--- src/rtl/axi_rd_arbiter.sv ---
// rtl/axi_rd_arbiter.sv - round-robin AR arbiter sharing one AXI read port among NREQ readers
// ARID carries the requester index; R beats are routed back by RID with per-requester burst limits.
module axi_rd_arbiter #(
  parameter int         NREQ    = 3,
  parameter int         MAX_OUT = 4,
  parameter logic [2:0] ARSIZE  = 3'b110
) (
  input  logic               clk,
  input  logic               rst,
  input  logic [NREQ*64-1:0] req_araddr,
  input  logic [NREQ*8-1:0]  req_arlen,
  input  logic [NREQ-1:0]    req_arvalid,
  output logic [NREQ-1:0]    req_arready,
  output logic [511:0]       resp_rdata,
  output logic               resp_rlast,
  output logic [NREQ-1:0]    resp_rvalid,
  input  logic [NREQ-1:0]    resp_rready,
  output logic [15:0]        arid_m,
  output logic [63:0]        araddr_m,
  output logic [7:0]         arlen_m,
  output logic [2:0]         arsize_m,
  output logic               arvalid_m,
  input  logic               arready_m,
  input  logic [15:0]        rid_m,
  input  logic [511:0]       rdata_m,
  input  logic [1:0]         rresp_m,
  input  logic               rlast_m,
  input  logic               rvalid_m,
  output logic               rready_m,
  output logic [NREQ*4-1:0]  outstanding,
  output logic               err
);

  localparam int         IW      = (NREQ > 1) ? $clog2(NREQ) : 1;
  localparam logic [3:0] CNT_MAX = 4'(MAX_OUT);

  typedef enum logic {S_IDLE, S_ISSUE} state_t;

  state_t          r_state;
  state_t          w_next_state;
  logic [IW-1:0]   r_ptr;
  logic [IW-1:0]   r_id;
  logic [63:0]     r_addr;
  logic [7:0]      r_len;
  logic [3:0]      r_cnt [NREQ];
  logic            r_err;

  logic [NREQ-1:0] w_elig;
  logic            w_grant;
  logic [IW-1:0]   w_win;
  logic [63:0]     w_sel_addr;
  logic [7:0]      w_sel_len;
  logic            w_ar_hs;
  logic            w_r_hs;
  logic [NREQ-1:0] w_inc;
  logic [NREQ-1:0] w_dec;
  logic            w_err_set;

  // Indices above the pointer outrank those at or below it; the second pass overrides the first.
  always_comb begin
    w_elig  = '0;
    w_grant = 1'b0;
    w_win   = '0;
    for (int i = 0; i < NREQ; i++) begin
      w_elig[i] = req_arvalid[i] && (r_cnt[i] < CNT_MAX);
    end
    for (int i = NREQ - 1; i >= 0; i--) begin
      if (w_elig[i] && (i <= int'(r_ptr))) begin
        w_grant = 1'b1;
        w_win   = IW'(i);
      end
    end
    for (int i = NREQ - 1; i >= 0; i--) begin
      if (w_elig[i] && (i > int'(r_ptr))) begin
        w_grant = 1'b1;
        w_win   = IW'(i);
      end
    end
  end

  always_comb begin
    w_sel_addr = '0;
    w_sel_len  = '0;
    for (int i = 0; i < NREQ; i++) begin
      if (w_win == IW'(i)) begin
        w_sel_addr = req_araddr[64*i +: 64];
        w_sel_len  = req_arlen[8*i +: 8];
      end
    end
  end

  always_ff @(posedge clk or posedge rst) begin
    if (rst) begin
      r_state <= S_IDLE;
      r_ptr   <= IW'(NREQ - 1);
      r_id    <= '0;
      r_addr  <= '0;
      r_len   <= '0;
    end else begin
      r_state <= w_next_state;
      if ((r_state == S_IDLE) && w_grant) begin
        r_ptr  <= w_win;
        r_id   <= w_win;
        r_addr <= w_sel_addr;
        r_len  <= w_sel_len;
      end
    end
  end

  always_comb begin
    w_next_state = r_state;
    case (r_state)
      S_IDLE:  if (w_grant)   w_next_state = S_ISSUE;
      S_ISSUE: if (arready_m) w_next_state = S_IDLE;
      default: w_next_state = S_IDLE;
    endcase
  end

  always_comb begin
    req_arready = '0;
    arvalid_m   = 1'b0;
    case (r_state)
      S_IDLE: begin
        for (int i = 0; i < NREQ; i++) begin
          req_arready[i] = w_grant && (w_win == IW'(i));
        end
      end
      S_ISSUE: arvalid_m = 1'b1;
      default: arvalid_m = 1'b0;
    endcase
  end

  assign arid_m   = 16'(r_id);
  assign araddr_m = r_addr;
  assign arlen_m  = r_len;
  assign arsize_m = ARSIZE;

  // Beats with an RID outside the requester range are accepted and discarded.
  always_comb begin
    rready_m    = 1'b1;
    resp_rvalid = '0;
    for (int i = 0; i < NREQ; i++) begin
      if (rid_m == 16'(i)) begin
        rready_m       = resp_rready[i];
        resp_rvalid[i] = rvalid_m;
      end
    end
  end

  assign resp_rdata = rdata_m;
  assign resp_rlast = rlast_m;
  assign w_ar_hs    = (r_state == S_ISSUE) && arready_m;
  assign w_r_hs     = rvalid_m && rready_m;

  always_comb begin
    w_err_set = w_r_hs && ((rid_m >= 16'(NREQ)) || (rresp_m != 2'b00));
    w_inc     = '0;
    w_dec     = '0;
    for (int i = 0; i < NREQ; i++) begin
      w_inc[i] = w_ar_hs && (r_id == IW'(i));
      w_dec[i] = w_r_hs && rlast_m && (rid_m == 16'(i));
      if (w_dec[i] && !w_inc[i] && (r_cnt[i] == 4'd0)) begin
        w_err_set = 1'b1;
      end
    end
  end

  always_ff @(posedge clk or posedge rst) begin
    if (rst) begin
      for (int i = 0; i < NREQ; i++) begin
        r_cnt[i] <= '0;
      end
      r_err <= 1'b0;
    end else begin
      for (int i = 0; i < NREQ; i++) begin
        if (w_inc[i] && !w_dec[i]) begin
          r_cnt[i] <= r_cnt[i] + 4'd1;
        end else if (w_dec[i] && !w_inc[i] && (r_cnt[i] != 4'd0)) begin
          r_cnt[i] <= r_cnt[i] - 4'd1;
        end
      end
      if (w_err_set) begin
        r_err <= 1'b1;
      end
    end
  end

  always_comb begin
    outstanding = '0;
    for (int i = 0; i < NREQ; i++) begin
      outstanding[4*i +: 4] = r_cnt[i];
    end
  end

  assign err = r_err;

endmodule

--- config.mk ---
export PLATFORM = sky130hd
export DESIGN_NAME = axi_rd_arbiter
export DESIGN_NICKNAME = d
export VERILOG_FILES = /design/src/rtl/axi_rd_arbiter.sv
export SDC_FILE = /design/constraint.sdc
export NUM_CORES = 1
export LEC_CHECK = 0
export ABC_AREA = 1
export CELL_PAD_IN_SITES_DETAIL_PLACEMENT = 0
export CELL_PAD_IN_SITES_GLOBAL_PLACEMENT = 1
export CORE_AREA = 2 2 539 541
export CTS_CLUSTER_DIAMETER = 60
export DETAILED_ROUTE_END_ITERATION = 8
export DIE_AREA = 0 0 541 543
export PLACE_DENSITY_LB_ADDON = 0.08
export SYNTH_ARGS = -nofsm -noshare
export SYNTH_HDL_FRONTEND = slang
export SYNTH_SLANG_ARGS = --single-unit
--- constraint.sdc ---
create_clock -name clk -period 3.2 [get_ports clk]
set_input_delay 0.32 -clock clk [delete_from_list [all_inputs] [get_ports clk]]
set_output_delay 0.32 -clock clk [all_outputs]
set_load 0.005 [all_outputs]
==> flow_summary.toml, run 1 <==
[synthesis]
ys.warnings.count = 0
synth_area_leaders = "buf_4 (44%), dfrtp_1 (24%), nand2_1 (8.6%)"
synth_top_family_by_area = "buffers and inverters"
synth-xor-area-share_pct = 0.383
synth.largest_area_cell = "buf_4"
synthArstFlopShare_pct = 100
synth-edff-count = 0
synthSimpleGateAreaFrac_pct = 14.7
syn-instance-count = 1217
synth_mux_area_share_pct = 0
yosysSeqAreaShare_pct = 24.3
synth_top_cell_area_share_pct = 43.7
yosysUniqueCellTypes = 35
synth_area_mm2 = 0.00916
synth_compound_area_share_pct = 11.4
synth_most_common_cell = "buf_4"
synthAdderAreaFrac_pct = 1.48
syn_area_per_cell_um2 = 7.53
synth_ff_type = "dfrtp_1"
synthTopCellsByCount = "buf_4 (533), nand2_1 (209), dfrtp_1 (88)"
synth-seq-cells = 89

[critical_path]
cp-end-kind = "output port"
critPathKind = "reg2out"
regToRegSetupSlack_ps = 660
r2r-end = "outstanding[7]$_DFFE_PP0P_"
arrival_ps = 2550
startpoint_type = "register"
cp_max_fo = 8
crit_end = "req_arready[2]"
r2r-start = "r_ptr[0]$_DFFE_PP0P_"
startpoint = "outstanding[11]$_DFFE_PP0P_"
reg2reg_depth = 10
critPathRequiredTime_ps = 2880

[layout]
synthToLayoutAreaGrowth_pct = 50.5
fillCellCount = 34100
drive_gt1_share_pct = 5.94
fin_nets = 1808
final_core_util_pct = 4.80

[job]
drv_cap = 0

[power_and_ir_drop]
p_per_area_mw_per_mm2 = 682
peakVddDrop_v = 0.000280
p_leak_nw = 4.02

[clock_tree]
cts_tree = "done"
clk_latency_ps = 540
ctsLongestPathBuffers = 3
root_buffer = "clkbuf_16"
numCtsBuffers = 13
path_clk_slew_ps = 90
h-tree-depth = 3
clkSinkCount = 89

[hold_path]
min_path_type = "in2async"

[timing]
fin_crit_sh_pct = 89.8
rsz0062_at_grt = "no"
skew_ps = 16.4
tightest_slew_ps = 772
max_freq_ghz = 0.348
setup_viol = 0
report.final.slew_viol_count = 0
finalHoldViolCount = 0
holdWs_ps = 269
layout_min_cycle_time_ps = 2870
setup_tns_ps = 0
maxSlewHeadroom_pct = 48.5

[floorplan]
die_x_um = 541
pin_count = 1382
core.rowCount = 197
die_y_um = 543
core_mm2 = 0.287
die_area_mm2 = 0.294
initial_utilization_pct = 3.19

[routing]
drt_iter0_drc = 354
final_antenna_net_count = 0
viasPerCell = 1.52
drc = 0
first_pass_iters = 5
vias = 7342
wl_per_cell_um = 14.3
wl_um = 69100

[global_route]
antenna_found_initial = 10
gr-total-overflow = 0
grt_usage_pct = 4.54
first_global_vias = 7896
grt_first_pass_wirelength_um = 86300
grt_max_degree = 53

[placed_design]
gp_congestion = 0.634
dp_hpwl_um = 54200
port_buffers = 340

[run_status]
status = "completed"
worst max-delay path, stage by stage, from the launching register on:
cell             delay [ps]
dfrtp_1                 450
or2_1                   330
nor2_2                  110
inv_2                    70
a21oi_4                 160
nand2_4                 210
nor2_4                  170
clkdlybuf4s50_1         520
per-stage QoR:
step	setup WS (ps)	instance area (um2)	cells	total power [mW]
detailed placement	206	13400	4808	8.28
floorplan	575	9220	1232	5.12
global route	107	13800	4825	10.5
global placement	152	13400	4808	8.35
CTS	62.8	13800	4824	10.1
finish	327	13800	4830	9.41
routing by layer:
layer / global-route usage [%] / vias to the layer above / part of all wire (%)
met4: 3.18 / 16 / 6.3
met2: 7.26 / 682 / 47
li1: - / 3057 / -
met1: 4.13 / 3285 / 32
met3: 2.91 / 302 / 14
met5: 1.04 / - / 0.53
how the worst min path moves through the flow:
stage / startpoint / to / slack, ps / depth (start not counted)
2_1_floorplan: arready_m / r_state$_DFF_PP0_ / 420 / 1
3_3_place_gp: araddr_m[33]$_DFFE_PP0P_ / araddr_m[33]$_DFFE_PP0P_ / 480 / 2
3_5_place_dp: araddr_m[63]$_DFFE_PP0P_ / araddr_m[63]$_DFFE_PP0P_ / 480 / 2
4_1_cts: rst / araddr_m[52]$_DFFE_PP0P_ / 230 / 2
5_1_grt: rst / araddr_m[51]$_DFFE_PP0P_ / 270 / 2
6_report: rst / araddr_m[52]$_DFFE_PP0P_ / 270 / 2
sequential cells by signal, summed over array words and instances (netlist names):
| signal | cells |
|---|---|
| outstanding | 12 |
| err | 1 |
| r_state | 1 |
| araddr_m | 64 |
| r_ptr | 2 |
| r_id | 1 |
| arlen_m | 8 |
layout make-up:
| type | instances | area (um2) | area share, % |
|---|---|---|---|
| multi-input combinational | 538 | 2640 | 19.1 |
| sequential | 89 | 2230 | 16.2 |
| timing repair buffer | 370 | 3720 | 27.0 |
| tap | 3781 | 4730 | 34.3 |
| inverter | 30 | 121 | 0.880 |
| clock buffer | 14 | 329 | 2.39 |
| antenna | 6 | 15.0 | 0.109 |
| clock inverter | 2 | 10.0 | 0.0726 |
cells by family after synthesis:
family                   Yosys count
XOR/XNOR                           4
AND/OR/NAND/NOR                  321
AO/OA/AOI/OAI                    187
adder cells (fa/ha/maj)            9
other                              2
flip-flops                        89
buffers and inverters            605
cell usage in the layout, fill, tap and decap left out, drive strengths merged:
cell           instances
a21oi                 47
a31oi                 33
buf                   30
clkbuf                14
clkdlybuf4s50        340
clkinv                 3
conb                  17
dfrtp                 88
dfstp                  1
diode                  6
fa                     3
ha                     6
inv                   29
nand2                210
nand3                 64
nand3b                 1
nand4                  4
nor2                  31
nor3                   9
nor4                   1
o211ai                 1
o21ai                 74
o21bai                 1
o22ai                 30
o311ai                 1
or2                    1
xnor2                  1
xor2                   3
repair_timing:
action,CTS,global route
setup buffers,0,0
endpoints found under the hold margin,0,0
endpoints found under the setup margin,0,1
resized for setup,0,1
hold buffers,0,0
power by group:
| group | internal, mW | switching (mW) | total (mW) | leakage (nW) |
|---|---|---|---|---|
| Sequential | 1.70 | 0.457 | 2.16 | 1.07 |
| Combinational | 2.35 | 3.34 | 5.69 | 2.78 |
| Clock | 0.739 | 0.822 | 1.56 | 0.169 |
| Total | 4.79 | 4.62 | 9.41 | 4.02 |
Power figures use the tool's default switching activity.
==> run 2, diff against run 1 <==
- CAP_MARGIN: default -> 0
==> results of run 2 <==
No change in the layout: final DEF, timing and power equal those of run 1.
==> run 3, diff against run 2 <==
- PLACE_DENSITY: default -> 0.4
- PLACE_DENSITY_LB_ADDON: 0.08 -> default
- RECOVER_POWER: default -> 25
- SKIP_LAST_GASP: default -> 1
==> run 3 against run 2 <==
Effect of this change:
- critical endpoint is now req_arready[1]
- via count rose by 7.7%
- design area rose by 0.66%
- wire length rose by 130%
- highest routed layer unchanged
==> flow_summary.toml, run 3 (synthesis gave the netlist of run 1 again) <==
[routing]
vias = 7911
viasPerCell = 1.64
wl_per_cell_um = 33.3
final_antenna_net_count = 0
drt_iter0_drc = 447
wl_um = 161000
first_pass_iters = 5
drc = 0

[global_route]
antenna_found_initial = 81
grt_first_pass_wirelength_um = 179000
first_global_vias = 7909
gr-total-overflow = 0
grt_usage_pct = 10.6
grt_max_degree = 63

[clock_tree]
h-tree-depth = 3
clkSinkCount = 89
numCtsBuffers = 13
root_buffer = "clkbuf_16"
cts_tree = "done"
path_clk_slew_ps = 90
ctsLongestPathBuffers = 3
clk_latency_ps = 560
cts-hold-fix-buffers = 0

[power_and_ir_drop]
sequentialPowerShare_pct = 22.1
cellInternalPower_mw = 5.02
peakVddDrop_v = 0.000299
pwr-share-comb_pct = 60.3
p_per_area_mw_per_mm2 = 708
p_leak_nw = 4.05
switching_share_pct = 49.0
pwr-share-clk_pct = 17.6
switching_power_mw = 4.81

[placed_design]
dp_hpwl_um = 150000
dp_cells = 4804
post_dp_cell_area_mm2 = 0.0134
port_buffers = 340
gp_congestion = 0.804

[hold_path]
min_path_type = "in2async"

[critical_path]
critPathMaxStageDelay_ps = 450
startpoint_type = "register"
cp_top_family = "simple AND/OR/NAND/NOR gates"
cpMaxStageDelayCell = "dfrtp_1"
worst-path-buf-inv = 3
critPathRequiredTime_ps = 2880
crit_chain = "nor2_1 -> nand2_1 -> inv_1 -> nand3_1 -> nand2_4 -> inv_4 -> nor2_2 -> buf_12"
critPathKind = "reg2out"
cp_max_fo = 20
arrival_ps = 2500
cp-end-kind = "output port"

[timing]
report.final.slew_viol_count = 0
holdWs_ps = 246
finalHoldViolCount = 0
setup_viol = 0
layout_min_cycle_time_ps = 2820
fin_crit_sh_pct = 88.3
maxSlewHeadroom_pct = 41.1
max_freq_ghz = 0.354
tightest_slew_ps = 883
setup_tns_ps = 0
rsz0062_at_grt = "no"
skew_ps = 45.6

[floorplan]
core.rowCount = 197
die_area_mm2 = 0.294
core_mm2 = 0.287
initial_utilization_pct = 3.19
pin_count = 1382
die_y_um = 543
die_x_um = 541

[run_status]
status = "completed"

[layout]
fin_nets = 1804
synthToLayoutAreaGrowth_pct = 51.5
largest_reg_flops = 64
layout_commonest_cell = "clkdlybuf4s50_1"
stdcell_count = 4835
final_area_mm2 = 0.0139
layout_common_cells = "clkdlybuf4s50_1 (337), nand2_1 (207), dfrtp_1 (88)"
drive_gt1_share_pct = 5.96

[job]
drv_cap = 0
-- run 3: repair_timing --
action,4_1_cts,5_1_grt
gates cloned,0,0
hold endpoints to repair,0,0
setup buffers,0,0
setup endpoints to repair,2,1
resized for setup,2,3
-- run 3: power groups by stage --
| stage | clock network (mW) | logic [mW] | registers, mW |
|---|---|---|---|
| 2_1_floorplan | 0 | 3.02 | 2.10 |
| 3_3_place_gp | 0 | 6.21 | 2.20 |
| 3_5_place_dp | 0 | 6.21 | 2.20 |
| 4_1_cts | 1.90 | 6.24 | 2.19 |
| 5_1_grt | 1.88 | 6.59 | 2.26 |
| 6_report | 1.73 | 5.93 | 2.17 |
-- run 3: worst paths after layout --
check	endpoint	startpoint	cells after the start	slack, ps
worst max-delay path	req_arready[1]	outstanding[7]$_DFFE_PP0P_	8	380
worst min-delay path	araddr_m[4]$_DFFE_PP0P_	rst	2	250
worst max register to register	araddr_m[33]$_DFFE_PP0P_	outstanding[10]$_DFFE_PP0P_	11	640
worst min register to register	araddr_m[63]$_DFFE_PP0P_	araddr_m[63]$_DFFE_PP0P_	2	490
max in group asynchronous	arlen_m[2]$_DFFE_PP0P_	rst	3	2290
min in group clk	araddr_m[55]$_DFFE_PP0P_	req_araddr[119]	3	350
-- run 3: stage by stage --
step           utilization, %  total power [mW]  worst slack [ps]
2_1_floorplan               -              5.12               575
4_1_cts                  4.82              10.3             -29.5
3_5_place_dp             4.67              8.42               161
3_3_place_gp             4.67              8.42               163
6_report                 4.83              9.83               375
5_1_grt                  4.82              10.7               108
-- run 3: area by class of cell --
type / instances / area [um2]
fillers: 34100 / 274000
well taps: 3781 / 4730
repair buffers: 366 / 3720
multi-input cells: 538 / 2640
flip-flops and latches: 89 / 2230
clock buffers: 15 / 343
inverters: 30 / 123
clock inverters: 2 / 60.1
diodes: 14 / 35.0
-- run 3: layer usage --
metal | GRT usage, % | part of all wire, % | vias to the layer above
met5 | 0.806 | 0.42 | -
met4 | 5.63 | 6.1 | 56
met3 | 18.1 | 36 | 459
met2 | 15.5 | 41 | 1144
met1 | 4.71 | 16 | 3199
li1 | - | - | 3053
